**config.mk**
```make
export PLATFORM = sky130hd
export DESIGN_NAME = inst_fetch_ctrl
export DESIGN_NICKNAME = d
export VERILOG_FILES = /design/src/rtl/cpu_fetch_pkg.sv /design/src/rtl/fetch_queue.sv /design/src/rtl/inst_fetch_ctrl.sv
export SDC_FILE = /design/constraint.sdc
export NUM_CORES = 1
export LEC_CHECK = 0
export BUFFER_PORTS_ARGS = -buffer_cell sky130_fd_sc_hd__buf_2
export CAP_MARGIN = 10
export CORE_MARGIN = 2
export CORE_UTILIZATION = 47
export DETAILED_ROUTE_END_ITERATION = 10
export PLACE_DENSITY = 0.76
export SKIP_LAST_GASP = 1
export SLEW_MARGIN = 20
export SYNTH_ARGS = -nofsm -noshare
export SYNTH_HDL_FRONTEND = slang
export SYNTH_SLANG_ARGS = --single-unit
```
**constraint.sdc**
```tcl
create_clock -name clk -period 7.7 [get_ports clk]
set_input_delay 1.155 -clock clk [delete_from_list [all_inputs] [get_ports clk]]
set_output_delay 1.155 -clock clk [all_outputs]
set_load 0.05 [all_outputs]
```
**src/rtl/cpu_fetch_pkg.sv**
```systemverilog
// ============================================================================
// Module : cpu_fetch_pkg
// Brief  : Shared types and constants for the instruction fetch controller.
// Rev    : 1.0  initial release
// ============================================================================
`default_nettype none

package cpu_fetch_pkg;

  typedef enum logic [1:0] {
    IDLE   = 2'd0,
    FETCH  = 2'd1,
    HALTED = 2'd2
  } fetch_state_t;

  typedef struct packed {
    logic [31:0] pc;
    logic [31:0] inst;
  } fetch_entry_t;

  localparam logic [31:0] PC_STEP  = 32'd4;
  localparam logic [31:0] INST_NOP = 32'h0000_0000;

  // Word-align a byte address; the low two bits are dropped rather than rounded.
  function automatic logic [31:0] align_pc(input logic [31:0] addr);
    return addr & ~32'h0000_0003;
  endfunction

endpackage

`default_nettype wire

```
**src/rtl/fetch_queue.sv**
```systemverilog
// ============================================================================
// Module : fetch_queue
// Brief  : Synchronous FIFO of fetch entries; flush beats push and pop.
// Rev    : 1.0  initial release
// ============================================================================
`default_nettype none

module fetch_queue
  import cpu_fetch_pkg::*;
#(
  parameter int DEPTH = 2
) (
  input  logic         clk,
  input  logic         rst,
  input  logic         push,
  input  logic         pop,
  input  logic         flush,
  input  fetch_entry_t push_data,
  output fetch_entry_t head,
  output logic         full,
  output logic         empty
);

  localparam int               AW       = $clog2(DEPTH);
  localparam logic [AW:0]      FULL_CNT = (AW + 1)'(DEPTH);
  localparam logic [AW:0]      CNT_ONE  = (AW + 1)'(1);
  localparam logic [AW-1:0]    PTR_ONE  = AW'(1);

  fetch_entry_t  mem [DEPTH];
  logic [AW-1:0] wr_ptr;
  logic [AW-1:0] rd_ptr;
  logic [AW:0]   count;
  logic          do_push;
  logic          do_pop;

  assign full    = (count == FULL_CNT);
  assign empty   = (count == '0);
  assign do_pop  = pop && !empty;
  // A pop frees the slot, so a push into a full queue is legal in the same cycle.
  assign do_push = push && (!full || do_pop);
  assign head    = mem[rd_ptr];

  always_ff @(posedge clk or posedge rst) begin
    if (rst) begin
      wr_ptr <= '0;
      rd_ptr <= '0;
      count  <= '0;
    end else if (flush) begin
      wr_ptr <= '0;
      rd_ptr <= '0;
      count  <= '0;
    end else begin
      if (do_push) wr_ptr <= wr_ptr + PTR_ONE;
      if (do_pop)  rd_ptr <= rd_ptr + PTR_ONE;
      case ({do_push, do_pop})
        2'b10:   count <= count + CNT_ONE;
        2'b01:   count <= count - CNT_ONE;
        default: count <= count;
      endcase
    end
  end

  always_ff @(posedge clk) begin
    if (do_push && !flush) mem[wr_ptr] <= push_data;
  end

endmodule

`default_nettype wire

```
**src/rtl/inst_fetch_ctrl.sv**
```systemverilog
// ============================================================================
// Module : inst_fetch_ctrl
// Brief  : Fetch PC owner, ROM sequencer and fetch queue feeding decode.
//          Optional FETCH_PERF_CNT_EN enables the delivered-instruction counter.
// Rev    : 1.0  initial release
// ============================================================================
`default_nettype none

module inst_fetch_ctrl
  import cpu_fetch_pkg::*;
#(
  parameter logic [31:0] RESET_PC    = 32'h0000_0000,
  parameter int          QUEUE_DEPTH = 2
) (
  input  logic        clk,
  input  logic        rst,
  output logic [31:0] rom_addr,
  input  logic [31:0] rom_inst,
  output logic        out_valid,
  input  logic        out_ready,
  output logic [31:0] out_pc,
  output logic [31:0] out_inst,
  input  logic        redirect_valid,
  input  logic [31:0] redirect_pc,
  input  logic        halt,
  output logic        halted,
  output logic [31:0] fetch_count
);

  fetch_state_t state;
  fetch_state_t state_next;
  logic [31:0]  fetch_pc;
  logic         fetching;
  logic         q_full;
  logic         q_empty;
  logic         do_push;
  logic         do_pop;
  fetch_entry_t push_entry;
  fetch_entry_t head;

  always_ff @(posedge clk or posedge rst) begin
    if (rst) state <= IDLE;
    else     state <= state_next;
  end

  // Redirect overrides every state, including a simultaneous halt.
  always_comb begin
    state_next = state;
    if (redirect_valid) begin
      state_next = FETCH;
    end else begin
      case (state)
        IDLE:    state_next = FETCH;
        FETCH:   if (halt) state_next = HALTED;
        HALTED:  state_next = HALTED;
        default: state_next = IDLE;
      endcase
    end
  end

  always_comb begin
    fetching = (state == FETCH);
    halted   = (state == HALTED);
  end

  assign do_pop  = out_valid && out_ready && !redirect_valid;
  assign do_push = fetching && !redirect_valid && !halt && (!q_full || do_pop);

  always_ff @(posedge clk or posedge rst) begin
    if (rst) begin
      fetch_pc <= RESET_PC;
    end else if (redirect_valid) begin
      fetch_pc <= align_pc(redirect_pc);
    end else if (do_push) begin
      fetch_pc <= fetch_pc + PC_STEP;
    end
  end

  assign rom_addr        = fetch_pc;
  assign push_entry.pc   = fetch_pc;
  assign push_entry.inst = rom_inst;

  fetch_queue #(
    .DEPTH (QUEUE_DEPTH)
  ) u_queue (
    .clk       (clk),
    .rst       (rst),
    .push      (do_push),
    .pop       (do_pop),
    .flush     (redirect_valid),
    .push_data (push_entry),
    .head      (head),
    .full      (q_full),
    .empty     (q_empty)
  );

  // Queue storage is not reset, so the head is masked while nothing is queued.
  assign out_valid = !q_empty;
  assign out_pc    = q_empty ? 32'h0000_0000 : head.pc;
  assign out_inst  = q_empty ? INST_NOP : head.inst;

`ifdef FETCH_PERF_CNT_EN
  logic [31:0] count_q;

  always_ff @(posedge clk or posedge rst) begin
    if (rst)         count_q <= 32'h0000_0000;
    else if (do_pop) count_q <= count_q + 32'd1;
  end

  assign fetch_count = count_q;
`else
  assign fetch_count = 32'h0000_0000;
`endif

endmodule

`default_nettype wire
```
==> metrics.txt, run 1 <==
Area growth syn-to-layout 20.3%; area of the multi-input gates 2290 um^2; Critical Path, Cell by Cell buf_2, buf_4, inv_1, and3_2, buf_4; Post-Syn Area 7220 um^2; Max Clock Skew 0.0102 ns; EDFF count, synth 124; Post-Synth XOR/XNOR Area 1.58%; PortBufs 160; Yosys top cell by area edfxtp_1; # setup viols final 0; Hold EP u_queue.mem[0][46]$_DFFE_PP_; Post-DP Area 8040 um^2; initial antenna violation count 0; die height 128 um; compound-gate portion of the synthesized area 4.94%; residual DRC count 0; hold buffers post-CTS 0; Reg clk slew, reported paths 0.06 ns; Simple-Gate Fraction of Synth Area 13.4%; top_reg_cell synth edfxtp_1; MaxCap Viol Count 0; Starting DRT DRC Count 235; worst setup path startpoint redirect_valid; Clk pwr share 34.9%; Post-Route Setup TNS 0 ns; storage element area 4630 um^2; Worst VDD drop 0.179 mV; Seq pwr share 42.5%; Seq/Total Area, Yosys 64.0%; r2r worst-path depth 6; multiplexer share of the synthesized area 8.87%; max frequency 296 MHz; post-cts resize count 0; Reg2Reg Capture Point u_queue.mem[1][59]$_DFFE_PP_; fin crit share 43.8%; largest net degree at the start of global routing 64; 1st-pass router iterations 5; GP Congestion 0.828; DIE WIDTH 128 um; Worst Setup Start Kind primary input; Post CTS Setup Buffer Count 0; worst r2r src state[1]$_DFFE_PP0P_; dpl hpwl 10.6 mm; number of antenna cells inserted 0; Critical Path AT 3.42 ns; critical path's largest stage delay 0.61 ns; unrepaired setup endpoints after global routing false; first-pass GRT wire length 24.8 mm; critical path type in2reg; Switch Pwr 811 uW; Hold Path Class reg2reg; post-synthesis async set-or-reset flop share 22.5%; Synth Area in Adders 0.693%; peak fanout along the critical path 59; most frequent CP cell buf_4; P per Cell Area 288 nW/um^2; Die Area 16400 um^2; Synth area leaders edfxtp_1 (52%), dfrtp_1 (12%), mux2i_1 (8.9%); Rel. slew slack 43.5%; worst path bufs/invs 4; H-tree levels 4; # fillers 1251; status completed; internal power 1700 uW; DR WL/cell 17.5 um; Initial Util 47.9%; Worst Hold Path Cells 0; Tightest Pin Transition 0.847 ns; Tmin final 3.37 ns; Clock Latency Late Sink 0.42 ns; post-synth cell types 50; CP required 7.75 ns; vias in the first global route 4933; DR vias/cell 5.36; clk root buf clkbuf_16; sw frac 32.4%; syn avg cell area 12.7 um^2; Tot Pwr 2510 uW; Ys Warns 0; layout cells sized above 1 28.0%; post-route cell area 8690 um^2; Comb pwr share 22.6%; Max Slew Vio Count 0; gr usage total 19.8%; Vias 4948; final WL 16.2 mm; FF+latch count, synth 160; Post-Synthesis Cells 567; R2R Setup Slk 4.78 ns; CTS sink count 160; leak pwr 0.00338 uW; CTS Buf Count 17; CP max-delay cell and3_2; delay-heaviest family, CP buffers and inverters; largest family of logic cells by synthesized area simple AND/OR/NAND/NOR gates; I/O Pins 199; ANT nets after route 0; final hold viol count 0; Worst Setup End Kind register; Fin Hold WS 0.555 ns; num rows 45; share of the synthesized area in the top cell type 51.6%; hold_sp rom_addr[14]$_DFFE_PP0P_; grt ovf 0; placeable core area 15100 um^2; CTS tree done; Final #Nets 795; Max Root-Sink Buffers 2
[worst max path at each step]
stage	end	cells past startpoint	slack [ns]
final	u_queue.mem[1][59]$_DFFE_PP_	5	4.33
after global routing	u_queue.mem[1][51]$_DFFE_PP_	5	4.16
after CTS	out_pc[31]	3	4.17
after detailed placement	u_queue.mem[1][59]$_DFFE_PP_	5	3.89
after global placement	u_queue.mem[1][56]$_DFFE_PP_	5	3.94
after floorplan	u_queue.mem[0][0]$_DFFE_PP_	3	2.17
[sequential cells by signal, summed over array words and instances, names as in the netlist]
name	flops
rom_addr	30
state	2
u_queue.count	2
u_queue.mem	124
u_queue.rd_ptr	1
u_queue.wr_ptr	1
[area by class of cell]
class	instances	area share (%)
Clock buffer	22	5.23
Sequential cell	160	53.2
Timing Repair Buffer	169	10.3
Inverter	9	0.389
Clock inverter	10	1.84
Tap cell	188	2.71
Multi-Input combinational cell	365	26.3
[per-layer routing]
| layer | vias to the layer above | part of all wire (%) | GRT usage [%] |
|---|---|---|---|
| li1 | 2317 | - | - |
| met2 | 219 | 50 | 33.7 |
| met1 | 2387 | 41 | 23.8 |
| met3 | 25 | 7.5 | 5.68 |
| met4 | 0 | 1.5 | 7.82 |
| met5 | - | 0 | 0 |
[Yosys cell counts, drive strengths merged (6+ instances only)]
master  number
or4         10
nor2b        6
clkbuf      20
edfxtp     124
o31ai       15
nand4       12
buf         46
inv          9
nand2       24
xnor2       11
mux2i       64
o21ai       14
nor2        84
a31oi        9
nor3         8
nand3       20
nor4        10
dfrtp       36
[cells by family after synthesis]
logic type               Yosys count
other                              1
flip-flops                       160
adder cells (fa/ha/maj)            4
AND/OR/NAND/NOR                  194
buffers and inverters             77
multiplexers                      64
AO/OA/AOI/OAI                     54
XOR/XNOR                          13
[power by group through the flow]
stage | Combinational (uW) | Sequential [uW] | Clock, uW
final | 567 | 1070 | 874
after global routing | 601 | 1070 | 925
after global placement | 542 | 1090 | 0
after detailed placement | 552 | 1100 | 0
after floorplan | 397 | 1120 | 0
after CTS | 554 | 1080 | 885
[stage by stage]
stage	worst slack (ns)	std cells	utilization, %
after detailed placement	3.89	889	53.3
after floorplan	2.17	602	-
after global routing	4.16	923	57.6
after CTS	4.17	921	57.3
final	4.33	923	57.6
after global placement	3.94	889	53.3
[worst reg2reg max path, stage by stage (launching register included)]
cell      delay, ns
dfrtp_1        0.38
inv_1          0.10
ha_1           0.23
nand2b_1       0.28
nor2_1         0.38
and3_2         0.54
buf_4          0.62
[cells in the final DEF (no fill, tap or decap), types with 2 or more instances in the layout]
cell type   synthesis  layout
clkbuf_16           0      17
nand3_1            19      19
clkbuf_1           18       4
and3_2              1       2
a31oi_1             9       9
a22oi_1             4       4
nor3_1              8       8
buf_2               3     160
conb_1              1      36
nand2b_1            2       2
edfxtp_1          124     124
o211ai_1            2       2
ha_1                4       4
or2_2               2       2
nor2b_1             6       6
o31ai_1            15      15
or4_1              10      10
a21boi_0            2       2
xor2_1              2       2
buf_4              36       7
xnor2_1            11      11
mux2i_1            64      64
nor2_1             84      83
and3_1              3       2
nor4_1             10       9
a21oi_1             3       3
dfrtp_1            36      35
inv_1               9       9
clkinvlp_4          0       3
nand4_1            10      10
nand2_1            24      24
bufinv_16           0       4
o21ai_0            14      14
a211oi_1            2       2
nor3b_1             4       4
(Power assumes the default switching activity.)
==> run 2, diff against run 1 <==
==> constraint.sdc (replaced) <==
create_clock -name clk -period 3.1 [get_ports clk]
set_input_delay 0.465 -clock clk [delete_from_list [all_inputs] [get_ports clk]]
set_output_delay 0.465 -clock clk [all_outputs]
set_load 0.05 [all_outputs]
==> run 2 against run 1 <==
Sequential share of layout area decreased by 0.25 points. Sequential power increased by 150%. Register-to-register slack got worse by 4.2 ns. First-iteration DRC count increased by 85%. Routed wire length increased by 0.10%. Cell count increased by 0.11%. Die area unchanged. Power increased to 2.5 times the previous value. Clock skew decreased by 0.0022 ns. Critical endpoint is now out_inst[21].
==> metrics.txt, run 2 (synthesis gave the netlist of run 1 again) <==
leak pwr 0.00340 uW (+0.44%); Worst VDD drop 0.407 mV (+130%); status completed; clk root buf clkbuf_16; Post CTS Setup Buffer Count 0 (unchanged); num rows 45 (unchanged); unrepaired setup endpoints after global routing false; Max Root-Sink Buffers 2 (unchanged); Rel. slew slack 41.0% (-2.6 points); DR WL/cell 17.5 um (about the same); ANT nets after route 0 (unchanged); number of antenna cells inserted 0 (unchanged); Max Slew Vio Count 0 (unchanged); met2 global-route usage 33.3% (-0.41 points); hold buffers post-CTS 0 (unchanged); initial antenna violation count 0 (unchanged); DR vias/cell 5.42 (+1.1%); Area growth syn-to-layout 20.9%; Die Area 16400 um^2 (unchanged); Initial Util 47.9% (unchanged); DIE WIDTH 128 um (unchanged); most frequent cells in the layout buf_2 (160), edfxtp_1 (124), nor2_1 (83); CTS tree done; Max Clock Skew 0.00809 ns (-0.00216 ns); R2R Setup Slk 0.57 ns (-4.21 ns); final worst slack 0.531 ns (-3.79 ns); Reg2Reg Capture Point rom_addr[22]$_DFFE_PP0P_; post-cts resize count 0 (unchanged); die height 128 um (unchanged); max reg flops 124 (unchanged); peak fanout along the critical path 35 (-41%); grt ovf 0 (unchanged); CP required 2.63 ns (-5.12 ns); gr usage total 19.5% (-0.32 points); Worst Setup Start Kind register; GR Layer Usage met3 5.55% (-0.13 points); dpl hpwl 10.9 mm (+2.5%); max frequency 389 MHz; met1 usage 23.1% (-0.77 points); r2r worst-path depth 4 (-2); Starting DRT DRC Count 435 (+85%); Most flops, register u_queue.mem; Fin Hold WS 0.193 ns (-0.363 ns); Tot Pwr 6280 uW (+150%); CTS sink count 160 (unchanged); Tmin final 2.57 ns; layout cells sized above 1 28.4% (+0.37 points); largest net degree at the start of global routing 63 (-1.6%); GP Congestion 0.809 (-2.2%); # fillers 1241 (-0.80%); final WL 16.2 mm (+0.10%); # setup viols final 0 (unchanged); Hold Path Class in2async; MaxCap Viol Count 0 (unchanged); residual DRC count 0 (unchanged); critical path type reg2out; first-pass GRT wire length 24.2 mm (-2.4%); final hold viol count 0 (unchanged); placeable core area 15100 um^2 (unchanged); GR peak layer met2; P per Cell Area 719 nW/um^2 (+150%); I/O Pins 199 (unchanged); most common cell after layout, fill and taps aside buf_2; 1st-pass router iterations 5 (unchanged); CTS Buf Count 17 (unchanged); Vias 5007 (+1.2%); Final #Nets 796 (+0.13%); Critical Path AT 2.10 ns (-1.32 ns); PortBufs 160 (unchanged); Clock Latency Late Sink 0.42 ns (about the same); Reg clk slew, reported paths 0.06 ns (about the same); H-tree levels 4 (unchanged); Worst Setup End Kind output pin; worst r2r src rom_addr[4]$_DFFE_PP0P_; dpl ws 0.565 ns (-3.33 ns); Tightest Pin Transition 0.886 ns (+0.0387 ns); vias in the first global route 4754 (-3.6%); fin crit share 82.9%
-- run 2: worst max-delay path: stages, from the launching register on --
cell	delay, ns
dfrtp_4	0.79
buf_12	0.33
mux2i_1	0.23
nor2_1	0.06
buf_2	0.25
-- run 2: layout make-up --
type                       count  area (um^2)  share of cell area [%]
multi-input combinational    365         2300                    26.3
clock buffer                  20          437                    5.00
timing repair buffer         170          913                    10.5
tap                          188          235                    2.69
inverter                       9         33.8                   0.387
sequential                   160         4630                    53.0
clock inverter                12          190                    2.18
-- run 2: power breakdown --
| part | switching (uW) | internal (uW) | total [uW] | leakage [uW] |
|---|---|---|---|---|
| registers | 151 | 2500 | 2650 | 0.00155 |
| clock network | 800 | 1420 | 2220 | 0.000297 |
| logic | 1060 | 344 | 1410 | 0.00155 |
-- run 2: per-stage QoR --
stage | utilization [%] | instance area [um^2] | instances | setup TNS [ns]
final | 57.9 | 8730 | 924 | 0
after global routing | 57.9 | 8730 | 924 | 0
after global placement | 53.7 | 8110 | 892 | 0
after detailed placement | 53.7 | 8110 | 892 | 0
after CTS | 57.9 | 8730 | 924 | 0
after floorplan | - | 7430 | 602 | -10.87
-- run 2: metal layers --
metal	routed length, um	part of all wire [%]
met4	281	1.7
met3	1300	8.0
met2	8160	50
met5	0	0
met1	6470	40
-- run 2: how the worst max path moves through the flow --
stage / cells after the start / from / end
global placement: 5 / out_ready / u_queue.mem[1][27]$_DFFE_PP_
global route: 6 / state[1]$_DFFE_PP0P_ / u_queue.mem[1][28]$_DFFE_PP_
CTS: 4 / u_queue.rd_ptr$_DFFE_PP0P_ / out_inst[21]
finish: 4 / u_queue.rd_ptr$_DFFE_PP0P_ / out_inst[21]
floorplan: 3 / redirect_valid / u_queue.mem[0][0]$_DFFE_PP_
detailed placement: 6 / state[1]$_DFFE_PP0P_ / u_queue.mem[1][27]$_DFFE_PP_
==> run 3, diff against run 2 <==
--- a/config.mk
+++ b/config.mk
@@ -5,12 +5,13 @@
 export SDC_FILE = /design/constraint.sdc
 export NUM_CORES = 1
 export LEC_CHECK = 0
+export ABC_AREA = 1
 export BUFFER_PORTS_ARGS = -buffer_cell sky130_fd_sc_hd__buf_2
 export CAP_MARGIN = 10
 export CORE_MARGIN = 2
-export CORE_UTILIZATION = 47
+export CORE_UTILIZATION = 53
 export DETAILED_ROUTE_END_ITERATION = 10
-export PLACE_DENSITY = 0.76
+export PLACE_DENSITY = 0.8
 export SKIP_LAST_GASP = 1
 export SLEW_MARGIN = 20
 export SYNTH_ARGS = -nofsm -noshare
==> constraint.sdc (replaced) <==
create_clock -name clk -period 2.7 [get_ports clk]
set_input_delay 0.405 -clock clk [delete_from_list [all_inputs] [get_ports clk]]
set_output_delay 0.405 -clock clk [all_outputs]
set_load 0.05 [all_outputs]
==> run 3 against run 2 <==
Flip-flop and latch count unchanged. Area after synthesis up 3.4%. Critical endpoint is now out_pc[25]. First-iteration DRC count up 14%.
==> metrics.txt, run 3 <==
GP Congestion 0.953 (+18%); # fillers 1146 (-7.7%); final hold viol count 0 (unchanged); 1st-pass router iterations 5 (unchanged); FF+latch count, synth 160 (unchanged); dpl hpwl 11.5 mm (+5.4%); fin crit share 86.3%; # setup viols final 0 (unchanged); Critical Path AT 1.92 ns (-0.18 ns); I/O Pins 199 (unchanged); Max Root-Sink Buffers 2 (unchanged); unrepaired setup endpoints after global routing false; EDFF count, synth 124 (unchanged); DR vias/cell 5.10 (-5.9%); R2R Setup Slk 0.72 ns (+0.15 ns); Hold Path Class in2async; Worst Setup Start Kind register; Yosys top cell by area edfxtp_1; Clock Latency Late Sink 0.43 ns (about the same); Tmin final 2.33 ns; Fin Hold WS 0.0619 ns (-0.131 ns); most common cell after layout, fill and taps aside nand2_1; Seq/Total Area, Yosys 61.9% (-2.1 points); most frequent cells in the layout nand2_1 (302), buf_2 (160), edfxtp_1 (124); status completed; H-tree levels 4 (unchanged); Synth top cells by count nand2_1 (302), edfxtp_1 (124), a21oi_1 (64), inv_1 (56), nor2_1 (56); post-synthesis async set-or-reset flop share 22.5% (unchanged); Worst Setup End Kind output pin; die height 123 um (-4.1%); hold buffers post-CTS 0 (unchanged); CTS sink count 160 (unchanged); Post-Route Setup TNS 0 ns (unchanged); initial antenna violation count 1 (+1); Post-Layout Cell Count 1149 (+24%); layout cells sized above 1 22.6% (-5.8 points); peak fanout along the critical path 49 (+40%); top_reg_cell synth edfxtp_1; vias in the first global route 5493 (+16%); Synth area leaders edfxtp_1 (50%), nand2_1 (15%), dfrtp_1 (12%); Post-Syn Area 7470 um^2 (+3.4%); ANT nets after route 0 (unchanged); area of the multi-input gates 2380 um^2 (+3.5%); P per Cell Area 949 nW/um^2 (+32%); Worst VDD drop 0.455 mV (+12%); Post-Synthesis Cells 792 (+40%); Post-DP Area 8430 um^2 (+4.0%); Post CTS Setup Buffer Count 0 (unchanged); residual DRC count 0 (unchanged); CP max-delay cell dfrtp_1; critical path's largest stage delay 0.44 ns (-0.35 ns); final WL 17.2 mm (+5.9%); Max Slew Vio Count 0 (unchanged); share of the synthesized area in the top cell type 49.8% (-1.7 points); post-synth cell types 31 (-38%); DIE WIDTH 123 um (-4.1%); PortBufs 160 (unchanged); Area growth syn-to-layout 20.6%; Final #Nets 1028 (+29%); first-pass GRT wire length 26.8 mm (+11%); Initial Util 54.0% (+6.2 points); Max Clock Skew 0.00845 ns (+0.000368 ns); Ys Warns 0 (unchanged); post-cts resize count 0 (unchanged); Reg clk slew, reported paths 0.06 ns (about the same); Starting DRT DRC Count 494 (+14%); max reg flops 124 (unchanged); Tightest Pin Transition 0.918 ns (+0.0327 ns); largest net degree at the start of global routing 65 (+3.2%); Final Core Density 65.2% (+7.3 points); Rel. slew slack 38.4% (-2.6 points); storage element area 4630 um^2 (about the same); placeable core area 13800 um^2 (-8.4%); clk root buf clkbuf_16; top-count cell post-synth nand2_1; num rows 43 (-4.4%); critical path type reg2out; gr usage total 23.6% (+4.2 points); max frequency 429 MHz; CTS tree done; # placed instances 1116 (+25%); leak pwr 0.00398 uW (+17%); MaxCap Viol Count 0 (unchanged); Most flops, register u_queue.mem; post-route cell area 9010 um^2 (+3.2%); DR WL/cell 14.9 um (-15%); Vias 5857 (+17%); CP required 2.30 ns (-0.33 ns); Critical Path, Cell by Cell nor2_4, buf_12, a21oi_1, buf_2; grt ovf 0 (unchanged); CTS Buf Count 17 (unchanged); Die Area 15100 um^2 (-8.0%); syn avg cell area 9.43 um^2 (-26%)
==> run 3: cell count changes in the layout (fill, tap and decap cells not counted), sizes merged, moves of 11 or more <==
cell | previous run | this run
a21oi | 3 | 64
nand2 | 24 | 304
nor2 | 84 | 58
xnor2 | 11 | 0
o31ai | 15 | 1
inv | 9 | 58
mux2i | 64 | 0
==> run 3: where the power goes <==
part	switching [uW]	internal, uW	leakage [uW]
Clock	918	1430	0.000285
Sequential	209	2910	0.00156
Combinational	2440	646	0.00214
==> run 3: layout make-up <==
| class | instances | share of cell area [%] |
|---|---|---|
| flip-flops and latches | 160 | 51.3 |
| diodes | 1 | 0.0278 |
| well taps | 180 | 2.50 |
| clock buffers | 23 | 5.30 |
| clock inverters | 9 | 1.19 |
| inverters | 60 | 2.50 |
| repair buffers | 173 | 10.8 |
| multi-input cells | 543 | 26.4 |
==> run 3: per-stage QoR <==
stage	total power [uW]	setup slack [ns]
after global routing	8930	0.251
final	8550	0.370
after CTS	8610	0.336
after detailed placement	6260	0.771
after global placement	6210	0.815
after floorplan	5500	0.416
==> run 3: critical path, delay by kind of cell, from the launching register on <==
kind | cells | cell delay, ns
AO/OA/AOI/OAI | 1 | 0.09
flip-flops | 1 | 0.44
buffers and inverters | 2 | 0.52
AND/OR/NAND/NOR | 1 | 0.41
==> run 3: cell families after synthesis <==
group,after synthesis,synth area share (%)
buffers and inverters,124,8.32
AND/OR/NAND/NOR,397,20.9
flip-flops,160,61.9
XOR/XNOR,8,0.938
adder cells (fa/ha/maj),4,0.670
other,1,0.0502
AO/OA/AOI/OAI,98,7.25
==> run 3: worst paths after layout <==
path                                                    from                           end  cells after the start
worst max-delay path            u_queue.count[1]$_DFFE_PP0P_                    out_pc[25]                      4
worst min-delay path                                     rst      rom_addr[16]$_DFFE_PP0P_                      2
worst max register to register          state[1]$_DFFE_PP0P_  u_queue.count[1]$_DFFE_PP0P_                     10
worst min register to register      rom_addr[29]$_DFFE_PP0P_  u_queue.mem[1][61]$_DFFE_PP_                      0
max in group asynchronous                                rst      rom_addr[22]$_DFFE_PP0P_                      3
min in group clk                                 rom_inst[0]   u_queue.mem[1][0]$_DFFE_PP_                      1
==> run 3: routing by layer <==
layer  wire, um  vias to the layer above  track usage [%]
li1           -                     2839                -
met1       7170                     2762             30.2
met2       8410                      226             39.3
met3       1230                       30             5.16
met4        361                        0             9.34
met5          0                        -                0
